===== config.mk =====
export PLATFORM = sky130hd
export DESIGN_NAME = clock_set_ctrl
export DESIGN_NICKNAME = d
export VERILOG_FILES = /design/src/rtl/clock_set_ctrl.sv
export SDC_FILE = /design/constraint.sdc
export NUM_CORES = 1
export LEC_CHECK = 0
export CAP_MARGIN = 20
export CORE_MARGIN = 3
export CORE_UTILIZATION = 35
export CTS_CLUSTER_SIZE = 8
export DETAILED_ROUTE_END_ITERATION = 12
export GPL_ROUTABILITY_DRIVEN = 0
export PLACE_DENSITY = 0.61
export SYNTH_ARGS = -nofsm -noshare
export SYNTH_HDL_FRONTEND = slang
export SYNTH_SLANG_ARGS = --single-unit

===== constraint.sdc =====
create_clock -name clk -period 10.6 [get_ports clk]
set_input_delay 1.06 -clock clk [delete_from_list [all_inputs] [get_ports clk]]
set_output_delay 1.06 -clock clk [all_outputs]
set_load 0.02 [all_outputs]

===== src/rtl/clock_set_ctrl.sv =====
// clock_set_ctrl: front-panel controller for the digital clock.
//   Debounces the four panel buttons, runs the set-mode state machine that
//   edits time (hour, minute) then alarm (hour, minute), issues a one-cycle
//   load strobe to the timekeeping datapath, and drives the display's
//   edit-field select and blink signals.
// Ports:
//   clk, clr                 clock, asynchronous active-high reset
//   btn_mode/inc/dec/alarm   raw asynchronous buttons
//   cur_hour, cur_minute     current time from datapath (binary hour, BCD minute)
//   time_load                1-cycle strobe: datapath loads load_hour/load_minute
//   load_hour, load_minute   edited time value (binary hour, BCD minute)
//   alarm_hour, alarm_minute stored alarm (binary hour, BCD minute)
//   alarm_en                 alarm armed
//   edit_sel                 state: 0 RUN, 1 SET_HOUR, 2 SET_MIN, 3 SET_AHOUR, 4 SET_AMIN
//   blink                    blank-enable for the edited field, 0 in RUN
module clock_set_ctrl #(
   parameter int unsigned DEB_CYCLES     = 500000,
   parameter int unsigned TIMEOUT_CYCLES = 500000000,
   parameter int unsigned BLINK_HALF     = 12500000
) (
   input  logic       clk,
   input  logic       clr,
   input  logic       btn_mode,
   input  logic       btn_inc,
   input  logic       btn_dec,
   input  logic       btn_alarm,
   input  logic [4:0] cur_hour,
   input  logic [7:0] cur_minute,
   output logic       time_load,
   output logic [4:0] load_hour,
   output logic [7:0] load_minute,
   output logic [4:0] alarm_hour,
   output logic [7:0] alarm_minute,
   output logic       alarm_en,
   output logic [2:0] edit_sel,
   output logic       blink
);

   localparam logic [2:0] ST_RUN       = 3'd0;
   localparam logic [2:0] ST_SET_HOUR  = 3'd1;
   localparam logic [2:0] ST_SET_MIN   = 3'd2;
   localparam logic [2:0] ST_SET_AHOUR = 3'd3;
   localparam logic [2:0] ST_SET_AMIN  = 3'd4;

   localparam int unsigned DW = $clog2(DEB_CYCLES + 1);
   localparam int unsigned TW = $clog2(TIMEOUT_CYCLES + 1);
   localparam int unsigned BW = $clog2(BLINK_HALF + 1);

   // Button bit positions inside the packed vectors below
   localparam int unsigned B_MODE  = 0;
   localparam int unsigned B_INC   = 1;
   localparam int unsigned B_DEC   = 2;
   localparam int unsigned B_ALARM = 3;

   logic [3:0]    raw;
   logic [3:0]    sync1;
   logic [3:0]    sync2;
   logic [3:0]    level;
   logic [3:0]    press;
   logic [DW-1:0] deb_cnt [4];

   logic [2:0]    state;
   logic [4:0]    edit_h;
   logic [7:0]    edit_m;
   logic [TW-1:0] to_cnt;
   logic [BW-1:0] blink_cnt;

   logic mode_p;
   logic inc_p;
   logic dec_p;
   logic alarm_p;
   logic any_p;
   logic in_set;
   logic timeout;

   assign raw = {btn_alarm, btn_dec, btn_inc, btn_mode};

   // ------------------------------------------------------------------
   // Synchronizers and debouncers. The press pulse is registered so it
   // is glitch-free and coincides with nothing else in the datapath.
   // ------------------------------------------------------------------
   always_ff @(posedge clk or posedge clr) begin
      if (clr) begin
         sync1 <= '0;
         sync2 <= '0;
         level <= '0;
         press <= '0;
         for (int unsigned i = 0; i < 4; i++) begin
            deb_cnt[i] <= '0;
         end
      end else begin
         sync1 <= raw;
         sync2 <= sync1;
         for (int unsigned i = 0; i < 4; i++) begin
            press[i] <= 1'b0;
            if (sync2[i] == level[i]) begin
               deb_cnt[i] <= '0;
            end else if (deb_cnt[i] == DW'(DEB_CYCLES - 1)) begin
               deb_cnt[i] <= '0;
               level[i]   <= sync2[i];
               press[i]   <= sync2[i];
            end else begin
               deb_cnt[i] <= deb_cnt[i] + DW'(1);
            end
         end
      end
   end

   assign mode_p  = press[B_MODE];
   assign inc_p   = press[B_INC];
   assign dec_p   = press[B_DEC];
   assign alarm_p = press[B_ALARM];
   assign any_p   = |press;
   assign in_set  = (state != ST_RUN);
   assign timeout = in_set && !any_p && (to_cnt == TW'(TIMEOUT_CYCLES - 1));

   // The strobe is formed from the registered mode pulse so that it is high
   // while edit_h/edit_m still hold the edited time; the same edge that ends
   // it reseeds the edit registers with the alarm value.
   assign time_load   = mode_p && (state == ST_SET_MIN);
   assign load_hour   = edit_h;
   assign load_minute = edit_m;
   assign edit_sel    = state;

   function automatic logic [7:0] bcd_inc(input logic [7:0] v);
      logic [7:0] r;
      if (v[3:0] == 4'd9) begin
         r = (v[7:4] == 4'd5) ? 8'h00 : {v[7:4] + 4'd1, 4'd0};
      end else begin
         r = {v[7:4], v[3:0] + 4'd1};
      end
      return r;
   endfunction

   function automatic logic [7:0] bcd_dec(input logic [7:0] v);
      logic [7:0] r;
      if (v[3:0] == 4'd0) begin
         r = (v[7:4] == 4'd0) ? 8'h59 : {v[7:4] - 4'd1, 4'd9};
      end else begin
         r = {v[7:4], v[3:0] - 4'd1};
      end
      return r;
   endfunction

   // ------------------------------------------------------------------
   // Set-mode FSM and edit/alarm registers. Priority: mode press, then
   // timeout, then inc/dec (simultaneous inc+dec cancels).
   // ------------------------------------------------------------------
   always_ff @(posedge clk or posedge clr) begin
      if (clr) begin
         state        <= ST_RUN;
         edit_h       <= '0;
         edit_m       <= '0;
         alarm_hour   <= '0;
         alarm_minute <= '0;
         alarm_en     <= 1'b0;
      end else begin
         if (mode_p) begin
            case (state)
               ST_RUN: begin
                  state  <= ST_SET_HOUR;
                  edit_h <= cur_hour;
                  edit_m <= cur_minute;
               end
               ST_SET_HOUR: state <= ST_SET_MIN;
               ST_SET_MIN: begin
                  state  <= ST_SET_AHOUR;
                  edit_h <= alarm_hour;
                  edit_m <= alarm_minute;
               end
               ST_SET_AHOUR: state <= ST_SET_AMIN;
               ST_SET_AMIN: begin
                  state        <= ST_RUN;
                  alarm_hour   <= edit_h;
                  alarm_minute <= edit_m;
                  alarm_en     <= 1'b1;
               end
               default: state <= ST_RUN;
            endcase
         end else if (timeout) begin
            state <= ST_RUN;
         end else if (in_set && (inc_p != dec_p)) begin
            if (state == ST_SET_HOUR || state == ST_SET_AHOUR) begin
               if (inc_p) begin
                  edit_h <= (edit_h == 5'd23) ? 5'd0 : edit_h + 5'd1;
               end else begin
                  edit_h <= (edit_h == 5'd0) ? 5'd23 : edit_h - 5'd1;
               end
            end else begin
               edit_m <= inc_p ? bcd_inc(edit_m) : bcd_dec(edit_m);
            end
         end

         if (!in_set && alarm_p) begin
            alarm_en <= ~alarm_en;
         end
      end
   end

   // ------------------------------------------------------------------
   // Timeout and blink counters. Both restart on every state entry
   // (mode press or timeout) and are held at zero in RUN.
   // ------------------------------------------------------------------
   always_ff @(posedge clk or posedge clr) begin
      if (clr) begin
         to_cnt    <= '0;
         blink_cnt <= '0;
         blink     <= 1'b0;
      end else if (!in_set || mode_p || timeout) begin
         to_cnt    <= '0;
         blink_cnt <= '0;
         blink     <= 1'b0;
      end else begin
         to_cnt <= any_p ? '0 : to_cnt + TW'(1);
         if (blink_cnt == BW'(BLINK_HALF - 1)) begin
            blink_cnt <= '0;
            blink     <= ~blink;
         end else begin
            blink_cnt <= blink_cnt + BW'(1);
         end
      end
   end

endmodule


---- Word-level counts from Yosys, hierarchy flattened ----
Cells that the tools add are included.
word-level totals
  bits in read-only memories .............. 0
  output and inout bits ................... 32
  bits in writable memories ............... 0
  bits in latches ......................... 0
  word-level logic and storage cells ...... 139
  bits of input ports ..................... 19
  flip-flop bits (word level) ............. 176
  memories kept ........................... 0
cells by class
  shift operators ......................... 0
  reductions and logical operators ........ 32
  equal/unequal tests ..................... 22
  mux-type cells .......................... 46
  bitwise logic cells ..................... 6
  order comparisons ....................... 0
  multipliers ............................. 0
  $add $sub $neg .......................... 12
  divide/modulo/power cells ............... 0
operator list
  kind                                                                    number
  19-bit two-way mux                                                      8
  19-bit by 1-bit adder with 19-bit output (second input constant)        4
  19-bit equality test (second input constant)                            4
  8-bit two-way mux                                                       9
  29-bit two-way mux                                                      2
  24-bit two-way mux                                                      2
  5-bit two-way mux                                                       7
  29-bit by 1-bit adder with 29-bit output (second input constant)        1
  29-bit equality test (second input constant)                            1
  24-bit by 1-bit adder with 24-bit output (second input constant)        1
  24-bit equality test (second input constant)                            1
  8-bit one-hot mux with 2 select lines                                   1
  1-bit two-way mux                                                       13
  3-bit one-hot mux with 4 select lines                                   1
  2-bit AND reduction                                                     6
  2-bit nonzero test                                                      6
  5-bit one-hot mux with 2 select lines                                   1
  4-bit by 1-bit adder with 4-bit output (second input constant)          2
  4-bit logical NOT                                                       2
  4-bit AND reduction                                                     2
  4-bit by 1-bit subtractor with 4-bit output (second input constant)     2
  3-bit by 2-bit equality test with 1-bit output (second input constant)  2
  3-bit two-way mux                                                       2
  1-bit inverter                                                          6
  other kinds (20)                                                        32

---- Logic depth before layout (Yosys ltp) ----
Gate-level depths: netlist of the first run.
  depth after elaboration ................. 8
  depth in mapped cells ................... 8
  mapped depth without buffers ............ 7

---- Worst setup path after synthesis of the first run ----
OpenSTA, ideal clock, no wires.
  kind .................................... reg2out
  from .................................... register state[2] (netlist: edit_sel[2])
  to ...................................... output port time_load
  path buffers ............................ 2
  data required time ...................... 9540 ps
  path slack .............................. 7900 ps
  arrival time ............................ 1640 ps
  stages on the path, launching flop included .. 5
  path through ............................ dfrtp_1 clkbuf_1 nor3b_2 buf_2 and2_1
between the ends
  cells in the longest elaborated chain, start to end .. 2
ends and longest elaborated chain
  element                                         line  text
  start, declared                                 62    logic [2:0] state;
  start signal, assigned                          151   state <= ST_RUN;
  start signal, assigned                          161   state <= ST_SET_HOUR;
  start signal, assigned                          165   ST_SET_HOUR: state <= ST_SET_MIN;
  3-bit by 2-bit equality test with 1-bit output  120   assign time_load = mode_p && (state == ST_SET_MIN);
  1-bit logical AND                               120
  end, declared                                   29    output logic time_load,
No other way between the ends.

---- Final worst setup path of the first run ----
Same ends and word-level chain as after synthesis.

==> results of run 1 <==
-- where the power goes --
group	internal, mW	switching [mW]	leakage [nW]
registers	0.676	0.00460	2.37
clock network	0.317	0.300	0.286
logic	0.0123	0.0222	1.54
total	1.01	0.327	4.20
-- critical path, stage by stage, from the launching register on --
cell,delay [ns]
dfrtp_1,0.51
nor3b_2,0.22
buf_4,0.28
and2_1,0.16
clkdlybuf4s50_1,0.60
-- final cells by class --
cell class	count	area, µm²	share of cell area, %
inverters	19	76.3	0.730
clock buffers	17	425	4.07
well taps	330	413	3.95
repair buffers	56	589	5.63
multi-input cells	684	4380	41.9
clock inverters	15	168	1.60
flip-flops and latches	176	4400	42.1
-- registers in the layout (all words and copies together), names as in the netlist --
name	count
sync2	4
level	4
press	4
load_hour	5
alarm_minute	8
sync1	4
alarm_en	1
deb_cnt	76
alarm_hour	5
to_cnt	29
load_minute	8
blink	1
edit_sel	3
blink_cnt	24
-- stage by stage --
step	instance area [µm²]	util [%]	std cells	hold WS [ns]	worst slack [ns]
2_1_floorplan	9020	-	908	0.331	4.77
5_1_grt	10500	41.4	1297	0.355	7.24
4_1_cts	10400	41.2	1294	0.352	7.31
6_report	10500	41.4	1297	0.350	7.35
3_5_place_dp	9800	38.8	1262	0.336	7.35
3_3_place_gp	9800	38.8	1262	0.334	7.37
-- how the worst max path moves through the flow --
stage | from | end
final | edit_sel[2] | time_load
after global routing | edit_sel[2] | time_load
after CTS | edit_sel[2] | time_load
after detailed placement | clr | deb_cnt[30]
after global placement | clr | deb_cnt[30]
after floorplan | clr | alarm_en
-- kinds of logic after synthesis --
| family | Yosys count | share of synthesized area (%) |
|---|---|---|
| buffers and inverters | 48 | 2.66 |
| AND/OR/NAND/NOR | 448 | 26.2 |
| multiplexers | 33 | 3.94 |
| XOR/XNOR | 127 | 12.3 |
| AO/OA/AOI/OAI | 65 | 4.52 |
| flip-flops | 176 | 48.8 |
| adder cells (fa/ha/maj) | 11 | 1.53 |
-- cell usage after synthesis, types with 2 or more instances --
library cell / n
mux2_2: 20
nand2_1: 68
mux2i_1: 13
nor4b_1: 3
nor2_4: 18
or3b_2: 2
dfrtp_1: 176
nor4_1: 12
or4_1: 2
a21o_1: 3
and4_1: 9
clkbuf_1: 15
nor3_1: 30
xnor2_1: 43
nand4_1: 40
xor2_1: 84
and3_1: 20
nand4b_1: 4
a22o_1: 2
nand3_1: 61
o2bb2ai_1: 2
nand2b_1: 7
inv_1: 19
nor2_2: 2
or2_2: 3
o311ai_0: 3
nor2b_1: 2
o21ai_0: 23
ha_1: 11
and2_1: 9
nor2_1: 138
a21oi_1: 15
nor3b_1: 4
buf_2: 9
a211oi_1: 2
o211ai_1: 3
or3_1: 4
buf_6: 2
o22ai_1: 4
buf_12: 2
-- layer usage --
metal	vias up	wire length [µm]	track usage [%]
li1	3236	-	-
met1	3151	8610	18.1
met2	112	7890	20.1
met3	17	664	2.94
met4	0	255	3.69
met5	-	0	0
==> run metrics, run 1 <==
hpwl dp=11.5 mm; synth warn=0; Residual DRC=0; clock tree buffer depth=2; outcome=complete, no violations; share of the synthesized area in the top cell type=48.8%; Final TNS setup=0 ns; vias in the first global route=around 6300; Setup-failing EPs final=0; Initial DRC Count=approximately 430; FILL cells=between 2000 and 2500; Cell Pwr Density=between 100 and 150 nW/µm²; register area share after synthesis=about half; RSZ-0062 raised after global routing=no; RR Endpoint=blink_cnt[2]; VDD IR max=a little under 100 µV; most frequent cells in the layout=dfrtp_1 (176), nor2_1 (138), xor2_1 (84); main area contributors after synthesis=dfrtp_1 (49%), xor2_1 (8.2%), nor2_1 (5.7%), xnor2_1 (4.2%), nand3_1 (3.4%); first-pass GRT wire length=30.5 mm; clk_skew=0.0127 ns; Critical Path RT=around 9.5 ns; Post-Syn Area per Cell=9.94 µm²; Synth Flop Type=dfrtp_1; minimum clock period=3.25 ns; Mapped Area=9020 µm²; Hold-fix buffers, CTS=0; actual slew at the worst max-slew pin=roughly 1.0 ns; Port Buffer Count=50; gr ovfl total=0; Setup Buffers After CTS=0; vias per cell=5.02; starting density of the core=a little over a third; R2R depth=6; Tcrit/Tclk final=30.7%; Worst setup EP type=output port; CTS tree=built; Mapped Cells=908; critical-path maximum fanout=15; vias=6516; Hold Path End=sync2[2]; Final Routed Wirelength=around 17 mm; cell row count=58; largest net degree at the start of global routing=around 110; Arr. time, crit path=around 2.2 ns; R2R setup slack=around 8.0 ns; diode count=0; Synth Register Bits=approximately 180; Clock Tree Root=clkbuf_16; layout-stage area growth over the synthesis result=15.9%; Final Max Tran Viols=0; R2R Path Start=press[0]; Leakage Power=roughly 4.2 nW; clk_lat worst skew=around 0.43 ns; Yosys cell types=between 50 and 60; Slew HR=between 30 and 40%; die area=27700 µm²; final total power=roughly 1.3 mW; Max-cap violations=0; synthesized net count=~940; fmax=0.307 GHz; DRT antenna net count=0; leading cell type in the layout, fill and taps excluded=dfrtp_1; Die Y-Extent=167 µm; critical path class=register to output port; Final nets=approximately 980; post-synth top area cell=dfrtp_1; asr flop ratio synth=100%; I/O pin count=slightly above 50; final hold violations=0; clock transition at the registers of the reported paths=about 0.070 ns; hold_sp=sync1[2]; Num CTS Buffers=17; First-pass DRT Iterations=4; Wirelength per Cell=13.4 µm; core area=approximately 25000 µm²; H-tree depth=4; layout cells sized above 1=under 10%; post_cts resized=0; CP Launch Type=register; GRT Overall Usage=between 10% and 20%; class of the worst hold path=register to register; CTS sink count=176; hold depth=0; initial antenna violation count=1; Post-synth EDFFs=0; die width=around 170 µm
(Power assumes the default switching activity.)
==> run 2, diff against run 1 <==
clock period = 3.3 ns   (was 10.6 ns; I/O delays follow)
==> run 2 against run 1 <==
Sequential share of layout area about the same. Critical path depth down 1. Non-clock buffer count up 3. Cell count up 0.23%. Power rose to 3.2 times the previous value. Highest routed layer unchanged. Combinational power rose to 3.3 times the previous value. Register-to-register slack worse by 7.1 ns.
==> run metrics, run 2 (synthesized netlist as in run 1, its figures left out) <==
layout cells sized above 1=9.79% (+0.18 points); Leakage Power=4.20 nW (about the same); Cell Pwr Density=409 nW/µm² (+220%); Arr. time, crit path=2.29 ns (+0.10 ns); RSZ-0062 raised after global routing=no; die width=167 µm (unchanged); Core Util, Final=41.4% (about the same); Largest Register=deb_cnt; Max-cap violations=0 (unchanged); DRT antenna net count=0 (unchanged); placed cells=1268 (+0.48%); Final TNS setup=0 ns (unchanged); Slew HR=32.2% (-0.55 points); Setup Buffers After CTS=0 (unchanged); critical path class=register to output port; CTS tree=built; GRT Overall Usage=13.1% (+0.19 points); final total power=4.28 mW (+220%); Critical Path RT=2.97 ns (-6.57 ns); hpwl dp=11.9 mm (+3.7%); Die Y-Extent=167 µm (unchanged); Initial DRC Count=509 (+19%); Final Max Tran Viols=0 (unchanged); Residual DRC=0 (unchanged); clk_lat worst skew=0.43 ns (about the same); Largest regs=deb_cnt (76), to_cnt (29), blink_cnt (24); actual slew at the worst max-slew pin=1.01 ns (-0.00100 ns); core area=25300 µm² (unchanged); Tcrit/Tclk final=about four fifths; final non-filler cell total=1300 (+0.23%); First-pass DRT Iterations=4 (unchanged); H-tree depth=4 (unchanged); CTS sink count=176 (unchanged); Clock Tree Root=clkbuf_16; largest net degree at the start of global routing=61 (-46%); minimum clock period=roughly 2.6 ns; hold slack=0.340 ns (-0.00961 ns); post_cts resized=0 (unchanged); vias in the first global route=6258 (-0.096%); gr ovfl total=0 (unchanged); Setup-failing EPs final=0 (unchanged); Final nets=987 (+0.30%); Port Buffer Count=50 (unchanged); clock tree buffer depth=2 (unchanged); cell row count=58 (unchanged); clk_skew=0.0103 ns (-0.00243 ns); critical-path maximum fanout=9 (-6); VDD IR max=298 µV (+200%); first-pass GRT wire length=30.8 mm (+1.2%); Wirelength per Cell=13.5 µm (+0.84%); Worst setup EP type=output port; most frequent cells in the layout=dfrtp_1 (176), nor2_1 (138), xor2_1 (84); vias=6401 (-1.8%); max reg flops=76 (unchanged); I/O pin count=51 (unchanged); class of the worst hold path=input pin to register; Hold-fix buffers, CTS=0 (unchanged); CP Launch Type=register; starting density of the core=35.7% (unchanged); fmax=0.382 GHz; FILL cells=2466 (+1.1%); die area=27700 µm² (unchanged); clock transition at the registers of the reported paths=0.07 ns (about the same); final hold violations=0 (unchanged); vias per cell=4.92 (-2.0%); initial antenna violation count=0 (-1); diode count=0 (unchanged); leading cell type in the layout, fill and taps excluded=dfrtp_1; Final Routed Wirelength=17.6 mm (+1.1%); layout-stage area growth over the synthesis result=16.0% (about the same); outcome=complete, no violations; Num CTS Buffers=17 (unchanged)
## run 2: through the flow
step                cell area, µm²  setup WS, ns
finish                       10500         0.682
global route                 10500         0.516
CTS                          10500         0.633
detailed placement            9890         0.859
global placement              9890         0.889
floorplan                     9020         0.717
## run 2: final timing paths
kind                              from            end  slack, ns  cells after the start
max                        edit_sel[1]      time_load       0.68                      3
min reg2reg                   sync1[0]       sync2[0]       0.35                      0
max in group asynchronous          clr    deb_cnt[32]       2.17                      3
max reg2reg                 to_cnt[25]  blink_cnt[23]       0.87                      6
min                            btn_inc       sync1[1]       0.34                      1
min in group asynchronous          clr  blink_cnt[11]       0.39                      2
## run 2: critical path: stages (launching register included)
cell	delay, ns
dfrtp_1	0.51
nor3b_2	0.56
and2_1	0.20
clkdlybuf4s50_1	0.60
## run 2: area by class of cell
| cell class | count | area [µm²] | area share [%] |
|---|---|---|---|
| Tap cell | 330 | 413 | 3.95 |
| Clock buffer | 19 | 443 | 4.23 |
| Multi-Input combinational cell | 684 | 4380 | 41.9 |
| Inverter | 19 | 75.1 | 0.718 |
| Timing Repair Buffer | 59 | 618 | 5.91 |
| Sequential cell | 176 | 4400 | 42.1 |
| Clock inverter | 13 | 125 | 1.20 |
## run 2: power breakdown
part | leakage (nW) | internal [mW] | switching, mW
combinational | 1.55 | 0.0427 | 0.0717
sequential | 2.37 | 2.17 | 0.0153
clock | 0.276 | 1.08 | 0.898
total | 4.20 | 3.29 | 0.985
## run 2: metal layers
metal | up-vias | global-route usage, % | wire [µm]
met5 | - | 0 | 0
met4 | 0 | 2.51 | 92
met3 | 6 | 3.20 | 590
met2 | 85 | 20.4 | 7920
met1 | 3083 | 18.7 | 9000
li1 | 3227 | - | -
==> run 3, diff against run 2 <==
PLACE_DENSITY = 0.63   (was 0.61)
clock period = 2.2 ns   (was 3.3 ns; I/O delays follow)
==> run 3 against run 2 <==
Clock power rose by 57%. Worst setup slack lost 0.55 ns. Critical path depth is 3 higher. First-iteration DRC count fell by 30%. Flip-flop and latch count stayed put. Hold slack worse by 0.23 ns. Register-to-register slack got worse by 0.74 ns. Cell count rose by 1.9%. Sequential share of layout area decreased by 0.86 points. Global-route usage up 0.45 points. Critical path type is now register to register. Largest cell class unchanged. Highest routed layer unchanged.
==> run metrics, run 3 (synthesized netlist as in run 1, its figures left out) <==
outcome=complete, no violations; vias in the first global route=6593 (+5.4%); R2R setup slack=0.13 ns (-0.74 ns); Worst setup EP type=register; Critical Path RT=2.50 ns (-0.47 ns); H-tree depth=4 (unchanged); cell row count=58 (unchanged); clock transition at the registers of the reported paths=0.07 ns (about the same); Tcrit/Tclk final=approximately 94%; diode count=0 (unchanged); Hold-fix buffers, CTS=0 (unchanged); Num CTS Buffers=17 (unchanged); Residual DRC=0 (unchanged); VDD IR max=504 µV (+69%); most frequent cells in the layout=dfrtp_1 (176), nor2_1 (138), xor2_1 (84); Port Buffer Count=50 (unchanged); die width=167 µm (unchanged); layout-stage area growth over the synthesis result=18.4%; Largest regs=deb_cnt (76), to_cnt (29), blink_cnt (24); hpwl dp=12.0 mm (+0.71%); Wirelength per Cell=13.4 µm (-1.4%); vias per cell=4.98 (+1.2%); Leakage Power=4.34 nW (+3.5%); Setup-failing EPs final=0 (unchanged); critical path class=register to register; initial antenna violation count=0 (unchanged); clock tree buffer depth=2 (unchanged); largest net degree at the start of global routing=64 (+4.9%); clk_skew=0.0118 ns (+0.00159 ns); Max-cap violations=0 (unchanged); die area=27700 µm² (unchanged); clk_lat worst skew=0.43 ns (about the same); Die Y-Extent=167 µm (unchanged); final hold violations=0 (unchanged); I/O pin count=51 (unchanged); class of the worst hold path=input pin to async pin; pre-CTS WS=0.131 ns (-0.728 ns); First-pass DRT Iterations=5 (+1); R2R Path Start=to_cnt[25]; delay-heaviest family, CP=simple AND/OR/NAND/NOR gates; Final nets=1013 (+2.6%); Slew HR=60.1% (+28 points); Cell Pwr Density=615 nW/µm² (+50%); CP Launch Type=register; minimum clock period=roughly 2.1 ns; layout cells sized above 1=12.0% (+2.2 points); Arr. time, crit path=2.37 ns (+0.08 ns); core area=25300 µm² (unchanged); Max stage delay on crit path=0.49 ns (-0.11 ns); post_cts resized=1 (+1); CTS sink count=176 (unchanged); critical-path maximum fanout=23 (+14); R2R depth=6 (unchanged); Clock Tree Root=clkbuf_16; CTS tree=built; Final Max Tran Viols=0 (unchanged); Core Util, Final=42.3% (+0.86 points); WP buf/inv=1 (unchanged); fin worst setup slack=0.130 ns (-0.553 ns); leading cell type in the layout, fill and taps excluded=dfrtp_1; actual slew at the worst max-slew pin=0.594 ns (-0.414 ns); max reg flops=76 (unchanged); crit path cell chain=or3b_2 > nor4_2 > and4b_4 > or3_2 > buf_12 > nor2_1; first-pass GRT wire length=31.9 mm (+3.4%); slowest stage cell, crit path=or3b_2; gr ovfl total=0 (unchanged); RR Endpoint=blink_cnt[3]; fmax=approximately 0.48 GHz; starting density of the core=35.7% (unchanged); Largest Register=deb_cnt; DRT antenna net count=0 (unchanged); Final Routed Wirelength=17.7 mm (+0.52%); GRT Overall Usage=13.5% (+0.45 points); Initial DRC Count=354 (-30%); RSZ-0062 raised after global routing=no; Setup Buffers After CTS=0 (unchanged); hold slack=0.107 ns (-0.233 ns); vias=6601 (+3.1%)
==> run 3: per-layer routing <==
metal | global-route usage (%) | routed length (µm) | vias to the layer above
met3 | 3.20 | 638 | 8
met2 | 21.1 | 8010 | 99
met4 | 3.37 | 146 | 0
li1 | - | - | 3293
met1 | 19.1 | 8900 | 3201
met5 | 0 | 0 | -
==> run 3: cell type report <==
| cell class | count | area, µm² |
|---|---|---|
| Timing Repair Buffer | 85 | 812 |
| Tap cell | 330 | 413 |
| Sequential cell | 176 | 4400 |
| Fill cell | 2432 | 14600 |
| Multi-Input combinational cell | 684 | 4380 |
| Clock buffer | 19 | 433 |
| Clock inverter | 12 | 159 |
| Inverter | 19 | 75.1 |
==> run 3: power by group <==
group	switching [mW]	internal, mW
clock network	1.31	1.79
registers	0.0231	3.26
logic	0.109	0.0676
total	1.44	5.12
==> run 3: stage by stage <==
step	TNS, ns	area, µm²	std cells	power [mW]
6_report	0	10700	1325	6.56
3_3_place_gp	0	10100	1294	3.53
2_1_floorplan	-47.98	9020	908	3.44
5_1_grt	0	10700	1325	6.83
4_1_cts	0	10700	1325	6.66
3_5_place_dp	0	10100	1294	3.53
==> run 3: how the worst max path moves through the flow <==
stage / from / endpoint / slack (ns) / cells past startpoint
6_report: to_cnt[25] / blink_cnt[3] / 0.13 / 6
5_1_grt: to_cnt[8] / blink_cnt[2] / 0.02 / 6
4_1_cts: to_cnt[25] / blink_cnt[2] / 0.12 / 6
3_5_place_dp: to_cnt[25] / blink_cnt[3] / 0.13 / 6
3_3_place_gp: to_cnt[25] / blink_cnt[23] / 0.16 / 6
2_1_floorplan: clr / alarm_en / -0.27 / 1
